$ cat src/rtl/stack_render_if.sv
// Block-position and pixel-stream bundle between game logic, VGA timing and the stack renderer.
// Latency: none (wires only).
// Backpressure: none; the pixel stream is free-running and place/clear are single-cycle strobes.
interface stack_render_if;
    logic [9:0] pos_x;
    logic [9:0] pos_y;
    logic [9:0] height;
    logic       place;
    logic       clear;
    logic [9:0] hc;
    logic [9:0] vc;
    logic       video_on;
    logic [7:0] rgb;
    logic [4:0] stack_count;
    logic       stack_full;

    // Game logic and VGA timing drive the stream; they observe colour and stack status.
    modport master (
        output pos_x, pos_y, height, place, clear, hc, vc, video_on,
        input  rgb, stack_count, stack_full
    );

    // The renderer consumes positions and pixel coordinates and produces colour.
    modport slave (
        input  pos_x, pos_y, height, place, clear, hc, vc, video_on,
        output rgb, stack_count, stack_full
    );
endinterface

$ cat src/rtl/stack_render.sv
// Records settled block x positions and paints the tower plus the moving block into the VGA stream.
// Latency: rgb follows hc/vc/video_on by 2 clocks; stack_count/stack_full update 1 clock after place/clear.
// Backpressure: none; place while full is dropped, and clear takes priority over place.
// Optional STACK_RENDER_OUTLINE_EN: paints block border pixels black instead of solid fill.
module stack_render #(
    parameter int         BLOCK_W      = 30,
    parameter int         BLOCK_H_LOG2 = 4,
    parameter int         MAX_BLOCKS   = 16,
    parameter int         BASE_Y       = 464,
    parameter logic [7:0] COLOR_EVEN   = 8'b111_000_00,
    parameter logic [7:0] COLOR_ODD    = 8'b000_111_00,
    parameter logic [7:0] COLOR_ACTIVE = 8'b111_111_00,
    parameter logic [7:0] COLOR_BG     = 8'b000_000_10
) (
    input  logic          clk,
    input  logic          rst,
    stack_render_if.slave bus
);
    localparam int         IW      = $clog2(MAX_BLOCKS);
    localparam logic [10:0] BW11    = 11'(BLOCK_W);
    localparam logic [10:0] BWM1    = 11'(BLOCK_W - 1);
    localparam logic [10:0] BH11    = 11'(1 << BLOCK_H_LOG2);
    localparam logic [10:0] BHM1    = 11'((1 << BLOCK_H_LOG2) - 1);
    localparam logic [10:0] BASE_M1 = 11'(BASE_Y - 1);
    localparam logic [4:0]  MAXC    = 5'(MAX_BLOCKS);

    // ---------------- history / count ----------------
    logic [4:0] count_q, count_d;
    logic       full_q, full_d;
    logic       do_write;
    logic [9:0] x_hist_q [MAX_BLOCKS];

    // Next count: clear beats place, and place is ignored once the stack is full.
    always_comb begin
        count_d  = count_q;
        do_write = 1'b0;
        if (bus.clear) begin
            count_d = 5'd0;
        end else if (bus.place && (count_q < MAXC)) begin
            count_d  = count_q + 5'd1;
            do_write = 1'b1;
        end
        full_d = (count_d == MAXC);
    end

    // Count and full flag registers; full tracks the count it is stored with.
    always_ff @(posedge clk or posedge rst) begin
        if (rst) begin
            count_q <= 5'd0;
            full_q  <= 1'b0;
        end else begin
            count_q <= count_d;
            full_q  <= full_d;
        end
    end

    // History file needs no reset: rows at or above count are never drawn.
    always_ff @(posedge clk) begin
        if (do_write) begin
            x_hist_q[count_q[IW-1:0]] <= bus.pos_x;
        end
    end

    // ---------------- stage 1 ----------------
    logic [10:0]   hc11, vc11, px11, py11, dy;
    logic [IW-1:0] row_idx;
    logic [9:0]    hx_d;
    logic          in_tower_d, act_d;

    // Tower row lookup and active-block hit test, all in 11 bits so pos+size cannot wrap.
    always_comb begin
        hc11       = {1'b0, bus.hc};
        vc11       = {1'b0, bus.vc};
        px11       = {1'b0, bus.pos_x};
        py11       = {1'b0, bus.pos_y};
        dy         = BASE_M1 - vc11;
        row_idx    = dy[BLOCK_H_LOG2 +: IW];
        // dy < count*height is the same test as (dy >> log2 height) < count.
        in_tower_d = !dy[10] && (dy < (11'(count_q) << BLOCK_H_LOG2));
        hx_d       = x_hist_q[row_idx];
        act_d      = (bus.height != 10'd0) &&
                     (hc11 >= px11) && (hc11 < px11 + BW11) &&
                     (vc11 >= py11) && (vc11 < py11 + BH11);
    end

`ifdef STACK_RENDER_OUTLINE_EN
    logic act_edge_d, twr_edge_d, act_edge_q, twr_edge_q;

    // Border flags; settled-row vertical edges come from dy's position inside its row.
    always_comb begin
        act_edge_d = (hc11 == px11) || (hc11 == px11 + BWM1) ||
                     (vc11 == py11) || (vc11 == py11 + BHM1);
        twr_edge_d = (hc11 == {1'b0, hx_d}) || (hc11 == {1'b0, hx_d} + BWM1) ||
                     (dy[BLOCK_H_LOG2-1:0] == '0) || (dy[BLOCK_H_LOG2-1:0] == '1);
    end

    // Border flags travel with the rest of stage 1.
    always_ff @(posedge clk or posedge rst) begin
        if (rst) begin
            act_edge_q <= 1'b0;
            twr_edge_q <= 1'b0;
        end else begin
            act_edge_q <= act_edge_d;
            twr_edge_q <= twr_edge_d;
        end
    end
`else
    logic unused_bhm1;
    assign unused_bhm1 = ^BHM1 ^ ^BWM1;
`endif

    logic       vo_q, act_q, tower_q, row0_q;
    logic [9:0] hc_q, hx_q;

    // Stage 1 registers; the row's x is fetched here so a later place cannot disturb it.
    always_ff @(posedge clk or posedge rst) begin
        if (rst) begin
            vo_q    <= 1'b0;
            act_q   <= 1'b0;
            tower_q <= 1'b0;
            row0_q  <= 1'b0;
            hc_q    <= 10'd0;
            hx_q    <= 10'd0;
        end else begin
            vo_q    <= bus.video_on;
            act_q   <= act_d;
            tower_q <= in_tower_d;
            row0_q  <= row_idx[0];
            hc_q    <= bus.hc;
            hx_q    <= hx_d;
        end
    end

    // ---------------- stage 2 ----------------
    logic       in_x;
    logic [7:0] rgb_d, rgb_q;

    // Colour select: blanking, then active block, then settled row, then background.
    always_comb begin
        in_x  = ({1'b0, hc_q} >= {1'b0, hx_q}) && ({1'b0, hc_q} < {1'b0, hx_q} + BW11);
        rgb_d = COLOR_BG;
        if (!vo_q) begin
            rgb_d = 8'h00;
        end else if (act_q) begin
            rgb_d = COLOR_ACTIVE;
`ifdef STACK_RENDER_OUTLINE_EN
            if (act_edge_q) rgb_d = 8'h00;
`endif
        end else if (tower_q && in_x) begin
            rgb_d = row0_q ? COLOR_ODD : COLOR_EVEN;
`ifdef STACK_RENDER_OUTLINE_EN
            if (twr_edge_q) rgb_d = 8'h00;
`endif
        end
    end

    // Output colour register; async reset blanks the screen immediately.
    always_ff @(posedge clk or posedge rst) begin
        if (rst) begin
            rgb_q <= 8'h00;
        end else begin
            rgb_q <= rgb_d;
        end
    end

    assign bus.rgb         = rgb_q;
    assign bus.stack_count = count_q;
    assign bus.stack_full  = full_q;
endmodule

$ cat src/flat_wrapper.sv
// flat-port wrapper written by rule: the top's interface ports become plain ports
module stack_render_flat 
#(
    parameter int         BLOCK_W      = 30,
    parameter int         BLOCK_H_LOG2 = 4,
    parameter int         MAX_BLOCKS   = 16,
    parameter int         BASE_Y       = 464,
    parameter logic [7:0] COLOR_EVEN   = 8'b111_000_00,
    parameter logic [7:0] COLOR_ODD    = 8'b000_111_00,
    parameter logic [7:0] COLOR_ACTIVE = 8'b111_111_00,
    parameter logic [7:0] COLOR_BG     = 8'b000_000_10
)
  (clk, rst, bus_pos_x, bus_pos_y, bus_height, bus_place, bus_clear, bus_hc, bus_vc, bus_video_on, bus_rgb, bus_stack_count, bus_stack_full);
  stack_render_if bus_i ();
  input  logic clk;
  input  logic rst;
  input wire logic [$bits(bus_i.pos_x)-1:0] bus_pos_x;
  input wire logic [$bits(bus_i.pos_y)-1:0] bus_pos_y;
  input wire logic [$bits(bus_i.height)-1:0] bus_height;
  input wire logic [$bits(bus_i.place)-1:0] bus_place;
  input wire logic [$bits(bus_i.clear)-1:0] bus_clear;
  input wire logic [$bits(bus_i.hc)-1:0] bus_hc;
  input wire logic [$bits(bus_i.vc)-1:0] bus_vc;
  input wire logic [$bits(bus_i.video_on)-1:0] bus_video_on;
  output wire logic [$bits(bus_i.rgb)-1:0] bus_rgb;
  output wire logic [$bits(bus_i.stack_count)-1:0] bus_stack_count;
  output wire logic [$bits(bus_i.stack_full)-1:0] bus_stack_full;
  assign bus_i.pos_x = bus_pos_x;
  assign bus_i.pos_y = bus_pos_y;
  assign bus_i.height = bus_height;
  assign bus_i.place = bus_place;
  assign bus_i.clear = bus_clear;
  assign bus_i.hc = bus_hc;
  assign bus_i.vc = bus_vc;
  assign bus_i.video_on = bus_video_on;
  assign bus_rgb = bus_i.rgb;
  assign bus_stack_count = bus_i.stack_count;
  assign bus_stack_full = bus_i.stack_full;
  stack_render #(.BLOCK_W(BLOCK_W), .BLOCK_H_LOG2(BLOCK_H_LOG2), .MAX_BLOCKS(MAX_BLOCKS), .BASE_Y(BASE_Y), .COLOR_EVEN(COLOR_EVEN), .COLOR_ODD(COLOR_ODD), .COLOR_ACTIVE(COLOR_ACTIVE), .COLOR_BG(COLOR_BG)) u_core (.clk(clk), .rst(rst), .bus(bus_i));
endmodule
$ cat config.mk
export PLATFORM = sky130hd
export DESIGN_NAME = stack_render_flat
export DESIGN_NICKNAME = d
export VERILOG_FILES = /design/src/rtl/stack_render_if.sv /design/src/rtl/stack_render.sv /design/src/flat_wrapper.sv
export SDC_FILE = /design/constraint.sdc
export NUM_CORES = 1
export LEC_CHECK = 0
export ABC_AREA = 1
export BUFFER_PORTS_ARGS = -buffer_cell sky130_fd_sc_hd__buf_2
export CAP_MARGIN = 15
export CORE_MARGIN = 8
export CORE_UTILIZATION = 45
export CTS_CLUSTER_SIZE = 16
export DETAILED_ROUTE_END_ITERATION = 6
export SKIP_LAST_GASP = 1
export SYNTH_ARGS = -nofsm -noshare
export SYNTH_HDL_FRONTEND = slang
export SYNTH_SLANG_ARGS = --single-unit
$ cat constraint.sdc
create_clock -name clk -period 6.4 [get_ports clk]
set_clock_uncertainty 0.2 [all_clocks]
set_input_delay 0.64 -clock clk [delete_from_list [all_inputs] [get_ports clk]]
set_output_delay 0.64 -clock clk [all_outputs]
set_load 0.05 [all_outputs]
==> qor.csv <==
stage,metric,value,unit
critical_path,worstPathArrival,3220,ps
critical_path,crit_fanout,71,
route,dr.pass1.iters,5,
synthesis,ys_seq_area_share,60.1,%
min_path,hp-class,in -> async,
synthesis,avgSynthCellArea,11.5,µm²
grt,grt_max_degree,85,
grt,grt_pass1_vias,6162,
synthesis,yosys_warnings,0,
critical_path,crit_family,buffers and inverters,
die,start_util,46.1,%
cts,cts_setup_buffers,0,
final_layout,synthToLayoutAreaGrowth,11.9,%
run_status,outcome,finished clean,
sta,rsz0062_at_grt,false,
cts,numCtsBuffers,17,
cts,post_cts_resized,0,
synthesis,synth_seq_cells,193,
die,rows,52,
cts,worstSkewPairLatency,430,ps
sta,worstMarginPinSlew,1120,ps
cts,clk_pin_slew_worst_paths,70,ps
pwr,clock_power_share,37.0,%
pwr,netSwitchingFraction,27.0,%
cts,cts_sinks,193,
grt,grt_usage,16.8,%
pwr,peakVddDrop,0.207,mV
sta,fin_crit_sh,47.9,%
route,wire_per_inst,18.4,µm
route,vias_per_cell,5.31,
route,route.detailed.drc,0,
die,ios,69,
sta,setup_violations,0,
placement,place.port_buffers,67,
critical_path,path_cells,buf_2 -> inv_4 -> ha_2 -> xnor2_1 -> buf_4 -> inv_2 -> ha_1 -> a21oi_1 -> nand2_1 -> a21o_1 -> a21oi_1,
final_layout,antennaDiodeCount,0,
run,cap_viol_max_count,0,
final_layout,final_common_cell,edfxtp_1,
final_layout,nFillCells,1829,
pwr,powerDensity,278,nW/µm²
die,core,20300,µm²
die,die_h,160,µm
final_layout,layout_common_cells,"edfxtp_1 (160), nor2_1 (154), nand2_1 (72), buf_2 (67), ha_1 (65)",
critical_path,critPathMostFrequentCell,a21oi_1,
synthesis,syn-cell-area,9360,µm²
critical_path,slowest_delay,530,ps
critical_path,critical_path_buf_inv_count,4,
placement,detailed_place_hpwl,14100,µm
critical_path,required,6560,ps
synthesis,syn_inst,817,
final_layout,post-route-util,51.6,%
critical_path,critPathSlowestCell,inv_4,
grt,antenna_found_initial,0,
final_layout,layout.nets,993,
sta,whs,107,ps
route,vias,6130,
die,die_area,25700,µm²
pwr,p_sw,786,µW
cts,cts_tree,done,
placement,dp.cells,1122,
cts,cts-root-buf,clkbuf_16,
sta,max_slew_margin,25.4,%
pwr,leakagePower,0.00413,µW
critical_path,start_kind,primary input,
final_layout,instances_no_fill,1155,
sta,period_minus_slack,3060,ps
cts,clockBufferDepth,2,
grt,grt_overflow_total,0,
die,fp.dieW,160,µm
synthesis,syn_nets,938,
pwr,sequentialPowerShare,48.5,%
critical_path,cp-end-kind,flop,
sta,tns,0,ps
cts,htree_levels,4,
pwr,comb_power_share,14.5,%
pwr,p_int,2120,µW
sta,timing.final.max_slew_violations,0,
cts,hold_buffers,0,
final_layout,drive_above_1_share,14.9,%
route,drtIter0Drc,494,
route,route.final.wire_length,21300,µm
grt,grt_pass1_wl,33700,µm
placement,place_congestion,0.799,
synthesis,synth.lib_cells_used.distinct,44,
sta,hold_viol_final,0,
route,ant_nets,0,
sta,fmax,0.326,GHz
critical_path,critPathKind,in -> reg,
## final timing paths
check / endpoint / depth (start not counted) / slack [ps] / from
min: u_core.bus.rgb[4]$_DFF_PP0_ / 3 / 110 / rst
max: u_core.tower_q$_DFF_PP0_ / 11 / 3340 / bus_vc[4]
max in group asynchronous: u_core.bus.stack_count[3]$_DFF_PP0_ / 3 / 5540 / rst
max reg2reg: u_core.x_hist_q[4][8]$_DFFE_PP_ / 5 / 3800 / u_core.bus.stack_count[4]$_DFF_PP0_
min in group clk: u_core.vo_q$_DFF_PP0_ / 1 / 110 / bus_video_on
min reg2reg: u_core.bus.rgb[1]$_DFF_PP0_ / 3 / 310 / u_core.act_q$_DFF_PP0_
## final cells by class
class	count	area [µm²]	area share (%)
flip-flops and latches	193	5630	53.8
repair buffers	72	377	3.60
inverters	68	258	2.46
clock buffers	17	425	4.06
multi-input cells	520	3270	31.2
clock inverters	15	176	1.68
well taps	270	338	3.23
## kinds of logic (layout without fill, tap and decap cells)
logic type	after synthesis	count (layout)	share of synthesized area, %
AOI/OAI and AO/OA	155	155	11.2
xor gates and xnor gates	20	20	1.95
adders and majority gates	66	66	8.82
buffers and inverters	104	172	4.96
DFF	193	193	60.1
muxes	11	11	1.18
other	1	1	0.0401
and+or+nand+nor	267	267	11.8
## power groups by stage
| stage | clock, µW | sequential [µW] | combinational (µW) |
|---|---|---|---|
| 2_1_floorplan | 0 | 1440 | 294 |
| 3_3_place_gp | 0 | 1440 | 418 |
| 3_5_place_dp | 0 | 1440 | 426 |
| 4_1_cts | 1090 | 1410 | 428 |
| 5_1_grt | 1150 | 1410 | 488 |
| 6_report | 1080 | 1410 | 421 |
## stage by stage
stage / power [µW] / setup slack, ps / cell area [µm²]
floorplan: 1730 / 3770 / 9360
global placement: 1860 / 2930 / 9860
detailed placement: 1860 / 2880 / 9860
CTS: 2930 / 3330 / 10500
global route: 3050 / 3120 / 10500
finish: 2910 / 3340 / 10500
## worst register-to-register path, cell delays in order (launching register included)
cell,delay [ps]
dfrtp_1,440
nor2_4,170
inv_2,70
nor2_1,190
nand2_1,240
nor2_1,900
## cell usage after synthesis, drive strengths merged
cell / n / share of area (%)
or2: 2 / 0.13
o21a: 1 / 0.080
o31ai: 1 / 0.080
conb: 1 / 0.040
a21oi: 27 / 1.4
nand2: 72 / 2.9
o21bai: 1 / 0.080
nand3: 19 / 1.1
inv: 68 / 2.8
ha: 66 / 8.8
nor3: 7 / 0.43
nand3b: 1 / 0.080
xor2: 15 / 1.4
nand4: 6 / 0.40
dfrtp: 33 / 8.8
a211oi: 2 / 0.16
a21o: 2 / 0.16
o211ai: 11 / 1.3
clkbuf: 9 / 0.36
o21ai: 69 / 4.0
nor4: 5 / 0.47
o221ai: 11 / 1.0
nor2: 155 / 6.3
edfxtp: 160 / 51
buf: 27 / 1.8
mux2i: 11 / 1.2
o32ai: 29 / 2.7
xnor2: 5 / 0.55
o2111ai: 1 / 0.094
## flip-flops by register name (all words and copies together), names as in the netlist
name / cells
u_core.act_q: 1
u_core.bus.rgb: 3
u_core.bus.stack_count: 5
u_core.bus.stack_full: 1
u_core.hc_q: 10
u_core.hx_q: 10
u_core.row0_q: 1
u_core.tower_q: 1
u_core.vo_q: 1
u_core.x_hist_q: 160
## layer usage
metal  vias up  global-route usage, %  wire (µm)
met5         -                      0          0
met4         0                   4.63        271
met3        21                   3.08       1070
met2       160                   26.8       9940
met1      2933                   23.2      10000
li1       3016                      -          -
(Power assumes the default switching activity.)
